[src/rtl/video_relay.sv]
// video_relay: registered HDMI video path with per-frame pixel mode,
// resolution/frame measurement and a frame-locked heartbeat.
module video_relay #(
    parameter int          DATA_W    = 24,
    parameter int          LATENCY   = 2,
    parameter int          SYNC_POL  = 1,
    parameter int          FRAME_W   = 16,
    parameter int          DIM_W     = 12,
    parameter int          HB_FRAMES = 30,
    parameter logic [23:0] SOLID_RGB = 24'h000080
) (
    input  logic               clk_i,
    input  logic               rst_ni,
    input  logic [1:0]         mode_i,
    input  logic               vin_de_i,
    input  logic               vin_hs_i,
    input  logic               vin_vs_i,
    input  logic [DATA_W-1:0]  vin_data_i,
    output logic               vout_de_o,
    output logic               vout_hs_o,
    output logic               vout_vs_o,
    output logic [DATA_W-1:0]  vout_data_o,
    output logic [1:0]         mode_o,
    output logic [FRAME_W-1:0] frame_cnt_o,
    output logic [DIM_W-1:0]   width_o,
    output logic [DIM_W-1:0]   height_o,
    output logic               heartbeat_o
);
    localparam int                 HB_W     = $clog2(HB_FRAMES + 1);
    localparam int                 PW       = DATA_W + 3;
    localparam logic [DATA_W-1:0]  SOLID    = DATA_W'(SOLID_RGB);
    localparam logic [DIM_W-1:0]   DIM_ONE  = DIM_W'(1);
    localparam logic [FRAME_W-1:0] FRM_ONE  = FRAME_W'(1);
    localparam logic [HB_W-1:0]    HB_ONE   = HB_W'(1);
    localparam logic [HB_W-1:0]    HB_LAST  = HB_W'(HB_FRAMES - 1);
    localparam logic               VS_ACT   = 1'(SYNC_POL);

    logic               vs_act, fe, le, hb_wrap;
    logic               armed_q, vs_prev_q, de_prev_q, heart_q;
    logic [1:0]         mode_q, mode_eff;
    logic [DATA_W-1:0]  px_d;
    logic [PW-1:0]      pipe_q [LATENCY];
    logic [DIM_W-1:0]   pix_q, pix_d, len_q, len_d, lines_q, lines_inc, lines_d;
    logic [DIM_W-1:0]   width_q, height_q;
    logic [FRAME_W-1:0] frame_q;
    logic [HB_W-1:0]    hb_q, hb_d;

    always_comb begin
        vs_act    = vin_vs_i == VS_ACT;
        // armed_q keeps the very first sample after reset from forming a frame edge
        fe        = vs_act & ~vs_prev_q & armed_q;
        le        = de_prev_q & ~vin_de_i;
        mode_eff  = fe ? mode_i : mode_q;
        px_d      = !vin_de_i ? '0 :
                    mode_eff == 2'd0 ? vin_data_i :
                    mode_eff == 2'd1 ? ~vin_data_i :
                    mode_eff == 2'd2 ? '0 : SOLID;
        pix_d     = (fe || !vin_de_i) ? '0 : (&pix_q) ? pix_q : pix_q + DIM_ONE;
        len_d     = le ? pix_q : len_q;
        lines_inc = (le && !(&lines_q)) ? lines_q + DIM_ONE : lines_q;
        lines_d   = fe ? '0 : lines_inc;
        hb_wrap   = hb_q == HB_LAST;
        hb_d      = hb_wrap ? '0 : hb_q + HB_ONE;
    end

    always_ff @(posedge clk_i or negedge rst_ni) begin
        if (!rst_ni) begin
            armed_q   <= 1'b0;
            vs_prev_q <= 1'b0;
            de_prev_q <= 1'b0;
            pix_q     <= '0;
            len_q     <= '0;
            lines_q   <= '0;
            mode_q    <= '0;
            width_q   <= '0;
            height_q  <= '0;
            frame_q   <= '0;
            hb_q      <= '0;
            heart_q   <= 1'b0;
            for (int i = 0; i < LATENCY; i++) pipe_q[i] <= '0;
        end else begin
            armed_q   <= 1'b1;
            vs_prev_q <= vs_act;
            de_prev_q <= vin_de_i;
            pix_q     <= pix_d;
            len_q     <= len_d;
            lines_q   <= lines_d;
            pipe_q[0] <= {vin_de_i, vin_hs_i, vin_vs_i, px_d};
            for (int i = 1; i < LATENCY; i++) pipe_q[i] <= pipe_q[i-1];
            // a line ending on the frame edge still belongs to the ending frame
            if (fe) begin
                mode_q   <= mode_i;
                width_q  <= len_d;
                height_q <= lines_inc;
                frame_q  <= frame_q + FRM_ONE;
                hb_q     <= hb_d;
                heart_q  <= heart_q ^ hb_wrap;
            end
        end
    end

    assign {vout_de_o, vout_hs_o, vout_vs_o, vout_data_o} = pipe_q[LATENCY-1];
    assign mode_o      = mode_q;
    assign frame_cnt_o = frame_q;
    assign width_o     = width_q;
    assign height_o    = height_q;
    assign heartbeat_o = heart_q;
endmodule

[config.mk]
export PLATFORM = sky130hd
export DESIGN_NAME = video_relay
export DESIGN_NICKNAME = d
export VERILOG_FILES = /design/src/rtl/video_relay.sv
export SDC_FILE = /design/constraint.sdc
export NUM_CORES = 1
export LEC_CHECK = 0
export CORE_UTILIZATION = 52
export CTS_BUF_LIST = sky130_fd_sc_hd__clkbuf_16
export DETAILED_ROUTE_END_ITERATION = 6
export PLACE_DENSITY = 0.79
export SYNTH_ARGS = -nofsm -noshare
export SYNTH_HDL_FRONTEND = slang
export SYNTH_SLANG_ARGS = --single-unit
[constraint.sdc]
create_clock -name clk_i -period 1.94 [get_ports clk_i]
set_input_delay 0.388 -clock clk_i [delete_from_list [all_inputs] [get_ports clk_i]]
set_output_delay 0.388 -clock clk_i [all_outputs]
set_load 0.005 [all_outputs]
* Yosys cells after proc, flatten, opt, wreduce, memory -nomap -nowiden *
Cells that the tools add are included.
Widths: inputs -> output; s select.

word-level totals
  register bits after elaboration = 141

operators by class
  add/subtract/negate cells = 4
  equality and inequality tests = 4
  muxes and demuxes = 11
  bitwise gates (word level) = 7
  reduce and logical (&&, ||, !) cells = 7

operators by type and width
  cell                   number
  $mux 24                3
  $mux 12                5
  $add 12x1->12 const B  2
  $not 24->24            1
  $reduce_and 12->1      2
  $add 16x1->16 const B  1
  $mux 8                 1
  $add 5x1->5 const B    1
  $eq 5x5->1 const B     1
  $mux 5                 1
  $and 1x1->1            3
  $eq 2x1->1 const B     1
  $eq 2x2->1 const B     1
  $logic_not 1->1        2
  $logic_not 2->1        1
  $mux 2                 1
  $ne 2x2->1 const B     1
  $not 1->1              2
  $logic_and 1x1->1      1
  $logic_or 1x1->1       1
  $xor 1x1->1            1

* Logic depth before layout (Yosys ltp) *
Gate-level depths: netlist (run 1).

  depth after elaboration = 9
  depth in mapped cells = 6
  depth with buffers taken out = 6

* Least setup slack after synthesis (run 1) *
OpenSTA, ideal clock, no wires.

  path type = flip-flop to flip-flop
  from = register lines_q[0]
  to = register height_q[7] (netlist: height_o[7])
  library setup time = 82 ps
  arrival = 1702 ps
  setup slack = 156 ps
  stages on the path, launching flop included = 7
  buffers on the path = 1
  cell sequence = dfrtp_1 > ha_1 > nand3_1 > nor4_1 > buf_2 > or4_1 > a31oi_1

between the ends
  cells in the longest elaborated chain, start to end = 4
  elaborated cells between the ends (all ways) = 5
  those cells by class = add/sub: 1; mux: 1; reduce/logical: 3

RTL lines
  element                                                RTL line  source
  from (decl)                                            43        logic [DIM_W-1:0] pix_q, pix_d, len_q, len_d, lines_q, lines_inc, lines_d;
  from (signal assigned)                                 87        lines_q <= lines_d;
  branches (longest 3 deep; another with $add 12x1->12)  n/a
  $mux 12 (*)                                            60        lines_inc = (le && !(&lines_q)) ? lines_q + DIM_ONE : lines_q;
  to (signal assigned)                                   94        height_q <= lines_inc;
  to (decl)                                              44        logic [DIM_W-1:0] width_q, height_q;

Mark *: on every way between the ends.
A chain may end at the register's enable or synchronous reset.

* Worst setup path in the final report (run 1) *
  from = register lines_q[0]
  to = register height_q[10] (netlist: height_o[10])

Same word-level chain as after synthesis.

==> impl_metrics.json, run 1 <==
{
  "port_buffers": 100,
  "grt_pass1_wl_microns": 19900,
  "critPathLaunchType": "flip-flop",
  "core_sq_um": 10500,
  "synth_xor_area_share_pct": 6.16,
  "synthAdderAreaFrac_pct": 1.10,
  "initial_core_util_pct": 54.3,
  "post_drt_wl_per_cell_microns": 15.9,
  "async_reset_ff_share_pct": 100,
  "hold_viol": 0,
  "drtIter0Drc": 130,
  "utilization_pct": 71.8,
  "synth_top_family_by_area": "simple AND/OR/NAND/NOR gates",
  "grt_usage_pct": 23.4,
  "wl_microns": 12000,
  "reg2reg_depth": 6,
  "synth_area_leader_cell": "dfrtp_1",
  "yosys.area_share.simple_pct": 15.0,
  "synth_ff_type": "dfrtp_1",
  "total_leakage_power_nw": 3.50,
  "grt_antenna_before_repair": 0,
  "clkSinkCount": 139,
  "fp.dieArea_sq_um": 11400,
  "cts_max_level": 4,
  "synth-seq-area-share_pct": 61.2,
  "synth_top_area_share_pct": 61.2,
  "drc": 0,
  "fmax_mhz": 554,
  "synth_cell_types": 48,
  "holdPathStages": 0,
  "path_max_fanout": 4,
  "fin_crit_sh_pct": 93.1,
  "nets": 639,
  "path_cells": "ha_1 -> nand3_1 -> or3_1 -> nor4_1 -> buf_4 -> o31ai_1",
  "fill_cells": 712,
  "cts-buffers-inserted": 17,
  "synthMuxAreaShare_pct": 3.48,
  "synth_most_common_cell": "dfrtp_1",
  "synthesis.nets": 537,
  "synth_area_leaders": "dfrtp_1 (61%), xor2_1 (4.8%), nand2_1 (4.4%), buf_4 (3.7%), nor2_1 (2.3%)",
  "outcome": "complete, no violations",
  "slowest_stage": "or3_1",
  "period_needed_ns": 1.81,
  "hpwl_microns": 7760,
  "grt_overflow": 0,
  "peakVddDrop_mv": 0.835,
  "die_w_microns": 107,
  "syn-cell-area_sq_um": 5680,
  "path_class": "reg -> reg",
  "arrival_ns": 2.10,
  "synth_compound_area_share_pct": 7.15,
  "netlist_instances": 501,
  "cts.clk_slew.worst_paths_ns": 0.05,
  "final_area_sq_um": 7510,
  "cts_root_buffer": "clkbuf_16",
  "syn_to_final_growth_pct": 32.1,
  "crit_required_ns": 2.24,
  "ios": 101,
  "gp_congestion": 0.840,
  "cts_buffer_depth": 2,
  "avgSynthCellArea_sq_um": 11.3,
  "grt_max_degree": 55,
  "skew_ns": 0.00433,
  "diodes": 0,
  "tritoncts": "done",
  "maxSlewViolCount": 0,
  "ant_nets": 0,
  "setup_viol": 0,
  "via_per_inst": 5.34,
  "rows": 37,
  "clk_latency_ns": 0.42,
  "worstHoldPathType": "reg -> reg",
  "synth_seq_cells": 139,
  "dieHeight_microns": 107,
  "vias": 4019,
  "grt_pass1_vias": 4064,
  "critPathMaxStageDelay_ns": 0.43,
  "dr.pass1.iters": 4,
  "drv_cap": 0,
  "synth_commonest_cells": "dfrtp_1 (139), nand2_1 (67), nor2_1 (35)",
  "rsz0062_at_grt": "false",
  "ys_warn_count": 0,
  "pwr_density_cell_nw_per_um2": 1050,
  "post_dp_cell_area_sq_um": 6860,
  "cp-end-kind": "flip-flop",
  "post_cts_buffers": 0,
  "synth-edff-count": 0,
  "drive_gt1_share_pct": 12.2
}
==> stage by stage <==
stage / setup slack [ns] / cells / total power [W] / hold WS [ns] / setup TNS, ns
2_1_floorplan: 0.156 / 501 / 0.00389 / 0.0924 / 0
3_3_place_gp: -0.0554 / 719 / 0.00441 / 0.294 / -1.44
3_5_place_dp: -0.113 / 719 / 0.00447 / 0.300 / -3.63
4_1_cts: 0.0547 / 752 / 0.00794 / 0.347 / 0
5_1_grt: 0.0378 / 752 / 0.00820 / 0.353 / 0
6_report: 0.135 / 752 / 0.00786 / 0.346 / 0
==> cell type report <==
class                      instances  area [sq um]  share of cell area, %
sequential                       139          3480                   46.3
multi-input combinational        304          1890                   25.2
timing repair buffer             130          1290                   17.2
clock buffer                      17           425                   5.67
clock inverter                    15           206                   2.75
tap                              136           170                   2.27
inverter                          11          41.3                  0.550
==> logic make-up after synthesis <==
family / Yosys count
fa+ha+maj: 5
buf+inv: 58
compound gates: 66
mux: 17
flops: 139
xor+xnor: 40
other cells: 1
simple gates: 175
==> report_power, final <==
part           internal, W  total, W  switching, W
logic             0.000597   0.00106      0.000462
registers          0.00319   0.00337      0.000184
clock network      0.00226   0.00343       0.00118
==> worst max-delay path, delay by kind of cell (launching register included) <==
kind,cells,cell delay (ns)
DFF,1,0.35
AOI/OAI and AO/OA,1,0.05
adders and majority gates,1,0.21
and+or+nand+nor,3,0.92
buffers and inverters,1,0.16
==> flip-flops by register name, summed over array words and instances (netlist names), 2 cells and up <==
signal / cells
pipe_q: 26
vout_data_o: 24
frame_cnt_o: 16
height_o: 12
len_q: 12
lines_q: 12
hb_q: 5
pix_q: 12
width_o: 12
mode_o: 2
==> cells in the final DEF (no fill, tap or decap), drive strengths merged, types with 9 or more instances in the layout <==
| cell type | netlist | final |
|---|---|---|
| inv | 11 | 13 |
| nand2 | 67 | 67 |
| clkdlybuf4s50 | 0 | 99 |
| buf | 38 | 30 |
| mux2 | 12 | 12 |
| a21oi | 13 | 13 |
| nand3 | 15 | 15 |
| dfrtp | 139 | 139 |
| xor2 | 31 | 31 |
| a31oi | 14 | 14 |
| clkbuf | 9 | 17 |
| o21ai | 18 | 18 |
| nor2 | 35 | 35 |
| nor3 | 10 | 10 |
| xnor2 | 9 | 9 |
==> layer usage <==
metal  vias up  share of wire, %  track usage [%]
li1       1883                 -                -
met1      2008                43             28.6
met2       112                51             38.9
met3        16               4.7             7.30
met4         0               1.6             8.71
met5         -                 0                0
==> repair_timing <==
action	CTS	global route
gates resized for setup	1	1
hold buffers	1	0
endpoints found under the setup margin	1	12
pin swaps	0	1
endpoints found under the hold margin	33	0
==> path summary, 6_finish.rpt <==
| check | start | slack [ns] | to |
|---|---|---|---|
| max reg2reg | lines_q[0]$_DFF_PN0_ | 0.13 | height_o[10]$_DFFE_PN0N_ |
| min | pipe_q[47]$_DFF_PN0_ | 0.35 | vout_data_o[20]$_DFF_PN0_ |
| min reg2reg | pipe_q[47]$_DFF_PN0_ | 0.35 | vout_data_o[20]$_DFF_PN0_ |
| max | lines_q[0]$_DFF_PN0_ | 0.13 | height_o[10]$_DFFE_PN0N_ |
| min in group asynchronous | rst_ni | 0.43 | vout_data_o[11]$_DFF_PN0_ |
| max in group asynchronous | rst_ni | 0.91 | len_q[2]$_DFF_PN0_ |
(Power assumes the default switching activity.)
==> inputs of run 2 (changes only) <==
- CORE_UTILIZATION: 52 -> 56
- PLACE_DENSITY: 0.79 -> 0.84
- clock period: 1.94 -> 2.08 ns (I/O delays scaled with it)
==> run 2 against run 1 <==
Via count increased by 1.0%. First-iteration DRC count increased by 7.7%. Critical endpoint is now pix_q[11]$_DFFE_PN0P_. Largest power group unchanged. Global-route usage increased by 2.1 points. Register-to-register slack about the same. Wire length increased by 4.2%.
==> impl_metrics.json, run 2 (synthesis results as in run 1) <==
{
  "outcome": "complete, no violations",
  "utilization_pct": 76.0,
  "pwr-share-clk_pct": 43.4,
  "grt_usage_pct": 25.5,
  "drv_cap": 0,
  "cts.clk_slew.worst_paths_ns": 0.06,
  "cts-buffers-inserted": 17,
  "crit_required_ns": 2.40,
  "hpwl_microns": 8110,
  "total_leakage_power_nw": 3.46,
  "tns_ns": 0,
  "top_register": "pipe_q",
  "slowest_stage": "and3_1",
  "clkSinkCount": 139,
  "worstHoldPathType": "reg -> reg",
  "final_cell_mix": "dfrtp_1 (139), clkdlybuf4s50_1 (99), nand2_1 (67)",
  "critPathMaxStageDelay_ns": 0.44,
  "critPathLaunchType": "flip-flop",
  "vias": 4060,
  "wl_microns": 12500,
  "instances_no_fill": 744,
  "switching_share_pct": 24.4,
  "path_max_fanout": 11,
  "path_cells": "ha_1 -> and3_1 -> and3_1 -> and4b_1 -> a211oi_1",
  "period_needed_ns": 1.95,
  "mostFrequentLayoutCell": "dfrtp_1",
  "rsz0062_at_grt": "false",
  "port_buffers": 100,
  "cts_root_buffer": "clkbuf_16",
  "gp_congestion": 0.824,
  "initial_core_util_pct": 57.9,
  "via_per_inst": 5.46,
  "drive_gt1_share_pct": 11.6,
  "p_int_w": 0.00552,
  "tritoncts": "done",
  "path_class": "reg -> reg",
  "power.switching_w": 0.00178,
  "rows": 36,
  "nets": 634,
  "pwr_density_cell_nw_per_um2": 977,
  "fin_crit_sh_pct": 93.8,
  "grt_pass1_vias": 4048,
  "cts_buffer_depth": 2,
  "syn_to_final_growth_pct": 31.4,
  "combPwrFrac_pct": 13.4,
  "dr.pass1.iters": 4,
  "skew_ns": 0.00910,
  "timing.critical_path.mode_cell": "and3_1",
  "peakVddDrop_mv": 0.541,
  "dp.cells": 711,
  "clk_latency_ns": 0.42,
  "diodes": 0,
  "fp.dieArea_sq_um": 10600,
  "grt_antenna_before_repair": 0,
  "post_drt_wl_per_cell_microns": 16.8,
  "cp-end-kind": "flip-flop",
  "drtIter0Drc": 140,
  "fmax_mhz": 513,
  "arrival_ns": 2.27,
  "cts_max_level": 4,
  "grt_overflow": 0,
  "dieHeight_microns": 103,
  "fill_cells": 636,
  "grt_pass1_wl_microns": 19900,
  "drc": 0,
  "core_sq_um": 9820,
  "grt_max_degree": 53,
  "ios": 101,
  "seq_power_share_pct": 43.2,
  "ant_nets": 0,
  "hold_viol": 0,
  "maxSlewViolCount": 0,
  "post_cts_buffers": 0,
  "setup_viol": 0,
  "largest_reg_flops": 26,
  "die_w_microns": 103
}
-- run 2: critical path, delay by kind of cell (launching register included) --
kind | cells | cell delay, ns
and+or+nand+nor | 3 | 0.96
DFF | 1 | 0.43
adders and majority gates | 1 | 0.23
AOI/OAI and AO/OA | 1 | 0.23
-- run 2: final timing paths --
| kind | start | endpoint | slack [ns] | cells after the start |
|---|---|---|---|---|
| worst max-delay path | pix_q[0]$_DFFE_PN0P_ | pix_q[11]$_DFFE_PN0P_ | 0.13 | 5 |
| worst min register to register | pipe_q[48]$_DFF_PN0_ | vout_data_o[21]$_DFF_PN0_ | 0.35 | 0 |
| min in group asynchronous | rst_ni | frame_cnt_o[14]$_DFFE_PN0N_ | 0.53 | 2 |
| worst min-delay path | pipe_q[48]$_DFF_PN0_ | vout_data_o[21]$_DFF_PN0_ | 0.35 | 0 |
| worst max register to register | pix_q[0]$_DFFE_PN0P_ | pix_q[11]$_DFFE_PN0P_ | 0.13 | 5 |
| max in group asynchronous | rst_ni | vout_data_o[20]$_DFF_PN0_ | 0.92 | 3 |
-- run 2: area by class of cell --
cell class | count | area (sq um) | area share [%]
Sequential cell | 139 | 3480 | 46.6
Multi-Input combinational cell | 304 | 1900 | 25.5
Timing Repair Buffer | 125 | 1250 | 16.8
Clock buffer | 17 | 425 | 5.70
Clock inverter | 15 | 198 | 2.65
Tap cell | 133 | 166 | 2.23
Inverter | 11 | 41.3 | 0.553
-- run 2: what timing repair did --
item | CTS | global route
gates cloned | 0 | 0
gates resized for setup | 1 | 2
pin swaps | 0 | 1
hold buffers | 1 | 0
endpoints found under the setup margin | 4 | 13
endpoints found under the hold margin | 50 | 0
-- run 2: metrics by stage --
| step | area (sq um) | total power, W | setup WS [ns] | hold slack (ns) |
|---|---|---|---|---|
| after floorplan | 5680 | 0.00363 | 0.296 | 0.120 |
| after global placement | 6810 | 0.00410 | -0.0427 | 0.333 |
| after detailed placement | 6810 | 0.00416 | -0.0773 | 0.335 |
| after CTS | 7460 | 0.00734 | 0.0438 | 0.348 |
| after global routing | 7470 | 0.00757 | 0.0612 | 0.352 |
| final | 7470 | 0.00730 | 0.130 | 0.346 |
-- run 2: power by group through the flow --
stage	registers (W)	logic [W]	clock network, W
final	0.00315	0.000976	0.00317
after global routing	0.00318	0.00108	0.00331
after CTS	0.00316	0.000986	0.00320
after detailed placement	0.00319	0.000969	0
after global placement	0.00318	0.000919	0
after floorplan	0.00316	0.000470	0
-- run 2: metal layers --
metal / track usage, % / part of all wire, %
met1: 30.5 / 40
met2: 44.7 / 53
met3: 5.83 / 5.1
met4: 10.2 / 1.9
met5: 0 / 0
==> inputs of run 3 (changes only) <==
- CTS_CLUSTER_DIAMETER: unset -> 30
==> results of run 3 <==
Final layout, timing and power as in run 2 (identical DEF).
==> patch 1, RTL diff (settings of run 2) <==
Put a register stage on the output `vout_de_o`, cleared by the reset. The value now appears one clock later. The other outputs are not delayed to match.
--- a/src/rtl/video_relay.sv
+++ b/src/rtl/video_relay.sv
@@ -34,6 +34,8 @@
     localparam logic [HB_W-1:0]    HB_ONE   = HB_W'(1);
     localparam logic [HB_W-1:0]    HB_LAST  = HB_W'(HB_FRAMES - 1);
     localparam logic               VS_ACT   = 1'(SYNC_POL);
+
+    logic vout_de_d;
 
     logic               vs_act, fe, le, hb_wrap;
     logic               armed_q, vs_prev_q, de_prev_q, heart_q;
@@ -99,11 +101,19 @@
         end
     end
 
-    assign {vout_de_o, vout_hs_o, vout_vs_o, vout_data_o} = pipe_q[LATENCY-1];
+    assign {vout_de_d, vout_hs_o, vout_vs_o, vout_data_o} = pipe_q[LATENCY-1];
     assign mode_o      = mode_q;
     assign frame_cnt_o = frame_q;
     assign width_o     = width_q;
     assign height_o    = height_q;
     assign heartbeat_o = heart_q;
+    always_ff @(posedge clk_i or negedge rst_ni) begin
+        if (!rst_ni) begin
+            vout_de_o <= '0;
+        end else begin
+            vout_de_o <= vout_de_d;
+        end
+    end
+
 endmodule
 
Function: changed (Yosys sat finds a counterexample within 4 cycles, from zero or initial values and one cycle with rst_ni low).
==> patch 1 against run 2 <==
Sequential cell count grew 1. Wire length decreased by 5.6%. Critical endpoint is now height_o[10]. Design area up 0.42%. Critical path type unchanged. Area after synthesis rose by 0.44%. Worst setup slack worse by 19 ps. Sequential share of layout area grew 0.14 points. Power is 2.1% higher. Largest power group unchanged.
==> patch 1: results (changes against run 2) <==
status: "completed"  # unchanged
sh_seq_area_pct: 46.7  # was 46.6%
p_sw_mw: 1.69  # was 1.78 mW
drt-vias-per-instance: 5.43  # was 5.46
arrival_ps: 2250  # was 2270 ps
nClkBuffers: 17  # unchanged
multi_input_area_share_pct: 25.2  # was 25.5%
postSynthAreaPerCell_um2: 11.4  # was 11.3 um^2
final_nets: 635  # was 634
rr_endpoint: "height_o[10]"  # was pix_q[11]
grt_pass1_wl_um: 19000  # was 19900 um
dp.cells: 712  # was 711
dp_hpwl_um: 7770  # was 8110 um
syn_to_final_growth_pct: 31.3  # was 31.4%
synthTopCellsByCount: "140 x dfrtp_1, 67 x nand2_1, 35 x nor2_1"  # was 139 x dfrtp_1, 67 x nand2_1, 35 x nor2_1
clk_latency_ps: 410
ys_seq_elements: 140  # was 139
buf_share_pct: 16.6  # was 16.8%
grt.total_usage_pct: 24.1  # was 25.5%
slew_viol_final: 0  # unchanged
grt_max_degree: 45  # was 53
crit_slowest_cell: "or3_1"  # was and3_1
drt_iter0_drc: 131  # was 140
largest_reg_flops: 27  # was 26
rr_worst_depth: 6  # was 5
synth.top_cells.by_area: "dfrtp_1 61%, xor2_1 4.8%, nand2_1 4.4%"  # unchanged
finClkSkew_ps: 9.35  # was 9.10 ps
grt_pass1_vias: 3915  # was 4048
endpoint: "height_o[10]"  # was pix_q[11]
postPlaceCellArea_um2: 6830  # was 6810 um^2
wl_um: 11800  # was 12500 um
p_int_mw: 5.76  # was 5.52 mW
r2r-start: "lines_q[1]"  # was pix_q[0]
drive_gt1_share_pct: 11.1  # was 11.6%
p_leak_nw: 3.50  # was 3.46 nW
place_congestion: 0.860  # was 0.824
min_from: "pipe_q[45]"  # was pipe_q[48]
post-place-ws_ps: -91.8  # was -77.3 ps
critical_path.max_stage_delay_ps: 450
pwr-share-clk_pct: 44.6  # was 43.4%
holdWs_ps: 346  # about the same
inverters: 11  # unchanged
vias: 4041  # was 4060
synth-seq-area-share_pct: 61.4  # was 61.2%
syn_nets: 538  # was 537
buffers: 125  # unchanged
port_buffers: 100  # unchanged
fmax_mhz: 508  # was 513 MHz
holdPathEnd: "vout_data_o[18]"  # was vout_data_o[21]
final_util_pct: 76.4  # was 76.0%
ys_warn_count: 0  # unchanged
max-vdd-ir-drop_mv: 0.621  # was 0.541 mV
cp_max_fo: 5  # was 11
fill_cells: 610  # was 636
clk_share_pct: 8.71  # was 8.34%
multi_input_area_um2: 1890  # was 1900 um^2
## patch 1: cell types whose count changed in the layout (fill, tap and decap cells not counted), sizes merged
cell and change:
bufinv +2, clkinvlp -3, dfrtp +1
## patch 1: cells by family after synthesis
kind of cell	synth area share [%]
flip-flops	61.4
AND/OR/NAND/NOR	15.0
adder cells (fa/ha/maj)	1.10
multiplexers	3.46
other	0.0657
buffers and inverters	5.79
XOR/XNOR	6.14
AO/OA/AOI/OAI	7.12
## patch 1: metal layers
metal / GRT usage [%] / vias up / share of wire (%)
li1: - / 1885 / -
met1: 31.4 / 1996 / 45
met2: 38.4 / 148 / 49
met3: 7.46 / 12 / 5.3
met4: 8.34 / 0 / 0.97
met5: 0 / - / 0
## patch 1: repair_timing
action                                  in CTS  in global routing
gates resized for setup                      1                  0
endpoints found under the hold margin       41                  0
hold buffers                                 1                  0
endpoints found under the setup margin       1                  5
pin swaps                                    0                  1
==> patch 2, RTL diff (config.mk and constraints of run 2) <==
Without the edit above. Set the parameter `SYNC_POL` to 0 (it was 1).
--- a/src/rtl/video_relay.sv
+++ b/src/rtl/video_relay.sv
@@ -3,7 +3,7 @@
 module video_relay #(
     parameter int          DATA_W    = 24,
     parameter int          LATENCY   = 2,
-    parameter int          SYNC_POL  = 1,
+    parameter int          SYNC_POL  = 0,
     parameter int          FRAME_W   = 16,
     parameter int          DIM_W     = 12,
     parameter int          HB_FRAMES = 30,
Behaviour: not the same (a bounded check fails within 4 cycles, from zero or initial values and one cycle with rst_ni low).
==> patch 2 against run 2 <==
Worst setup slack better by 74 ps. Area after synthesis is 1.7% lower. Wire length is 12% lower. First-iteration DRC count is 19% lower. Power is 6.4% lower. Global-route usage is 2.2 points lower. Combinational power is 2% higher. Sequential cell count is 1 higher. Critical path type is now input port to flop. Design area is 3.3% lower. Largest cell class unchanged.
==> patch 2: results (changes against run 2) <==
status: "completed"  # unchanged
clk_pin_slew_ps: 60  # about the same
cts_resized: 0  # was 1
synthTopCellsByCount: "140 x dfrtp_1, 110 x nand2_1, 54 x nor2_1"  # was 139 x dfrtp_1, 67 x nand2_1, 35 x nor2_1
wl_per_cell_um: 14.7  # was 16.8 um
grt_util_met2_pct: 39.9  # was 44.7%
use_met3_pct: 6.84  # was 5.83%
setup_tns_ps: 0  # unchanged
hp-class: "flop to flop"  # unchanged
synthArstFlopShare_pct: 100  # unchanged
syn_nets: 542  # was 537
met1_usage_pct: 27.9  # was 30.5%
grt.total_usage_pct: 23.3  # was 25.5%
drt-pass1-iter-count: 5  # was 4
critical_path.max_stage_delay_ps: 540  # was 440 ps
fill_cells: 664  # was 636
port_buffers: 100  # unchanged
max-vdd-ir-drop_mv: 0.666  # was 0.541 mV
netlist_instances: 506  # was 501
grt_pass1_vias: 3855  # was 4048
numCtsBuffers: 17  # unchanged
top_register: "pipe_q"  # unchanged
clk_latency_ps: 410
dp_hpwl_um: 7440  # was 8110 um
holdWs_ps: 346  # about the same
diodes: 0  # unchanged
largest_reg_flops: 26  # unchanged
synth.top_cells.by_area: "dfrtp_1 63%, nand2_1 7.4%, xor2_1 4.9%"  # was dfrtp_1 61%, xor2_1 4.8%, nand2_1 4.4%
finClkSkew_ps: 5.01  # was 9.10 ps
p_leak_nw: 3.37  # was 3.46 nW
dp.cells: 716  # was 711
final_nets: 639  # was 634
ctsLongestPathBuffers: 2  # unchanged
crit_slowest_cell: "clkdlybuf4s50_1"  # was and3_1
htree_levels: 4  # unchanged
drt_iter0_drc: 113  # was 140
ys_warn_count: 0  # unchanged
grt_max_degree: 45  # was 53
required_ps: 2390
grt_pass1_wl_um: 18100  # was 19900 um
drt-vias-per-instance: 5.11  # was 5.46
regToRegSetupSlack_ps: 240  # was 130 ps
cp_max_fo: 39  # was 11
drive_gt1_share_pct: 10.1  # was 11.6%
yosysUniqueCellTypes: 50  # was 48
final_cells: 749  # was 744
place_congestion: 0.797  # was 0.824
clock_tree.root_cell: "clkbuf_16"  # unchanged
synth-seq-area-share_pct: 62.7  # was 61.2%
grt_antenna_before_repair: 0  # unchanged
## patch 2: cell count changes after synthesis, sizes merged, moves of 11 or more
| cell | before | now |
|---|---|---|
| a31oi | 14 | 2 |
| mux2 | 12 | 0 |
| nand2 | 67 | 111 |
| nor2 | 35 | 54 |
| xnor2 | 9 | 20 |
## patch 2: cells by family (layout without fill, tap and decap cells)
| group | count (synthesis) | count (layout) | share of synthesized area [%] |
|---|---|---|---|
| compound gates | 38 | 38 | 3.90 |
| xor+xnor | 51 | 51 | 7.99 |
| fa+ha+maj | 5 | 5 | 1.12 |
| buf+inv | 46 | 156 | 5.31 |
| flops | 140 | 140 | 62.7 |
| mux | 7 | 7 | 1.54 |
| other cells | 1 | 1 | 0.0671 |
| simple gates | 218 | 218 | 17.4 |
## patch 2: timing repair
item	4_1_cts	5_1_grt
endpoints found under the hold margin	30	0
setup buffers	0	0
hold buffers	1	0
setup endpoints to repair	0	0
## patch 2: layout make-up
class / count / area (um^2) / area share, %
multi-input combinational: 320 / 1790 / 24.8
clock inverter: 15 / 100 / 1.39
sequential: 140 / 3500 / 48.5
inverter: 4 / 15.0 / 0.208
clock buffer: 17 / 425 / 5.89
tap: 133 / 166 / 2.30
timing repair buffer: 120 / 1220 / 16.9
## patch 2: where the power goes
part	internal (mW)	total (mW)	switching (mW)
sequential	3.00	3.20	0.196
combinational	0.541	0.991	0.450
clock	1.51	2.64	1.13
## patch 2: critical path: cells and delay by family
| family | cells | cell delay [ps] |
|---|---|---|
| buffers and inverters | 3 | 1100 |
| and+or+nand+nor | 3 | 670 |
## patch 2: worst paths after layout
kind / cells after the start / startpoint / end
max: 6 / vin_vs_i / pix_q[2]
min: 0 / pipe_q[47] / vout_data_o[20]
max reg2reg: 6 / pix_q[0] / pix_q[5]
min reg2reg: 0 / pipe_q[47] / vout_data_o[20]
max in group asynchronous: 3 / rst_ni / vout_data_o[15]
min in group asynchronous: 2 / rst_ni / pipe_q[38]
## patch 2: metrics by stage
| stage | cell area [um^2] | setup slack [ps] | utilization, % |
|---|---|---|---|
| after CTS | 7220 | 202 | 74.2 |
| final | 7220 | 204 | 74.2 |
| after detailed placement | 6690 | -149 | 68.7 |
| after global routing | 7220 | 91.0 | 74.2 |
| after floorplan | 5590 | 378 | - |
| after global placement | 6690 | -95.1 | 68.7 |
## patch 2: metal layers
| layer | share of wire (%) | vias up |
|---|---|---|
| met4 | 2.1 | 0 |
| met3 | 5.1 | 28 |
| li1 | - | 1808 |
| met2 | 52 | 122 |
| met1 | 41 | 1873 |
| met5 | 0 | - |
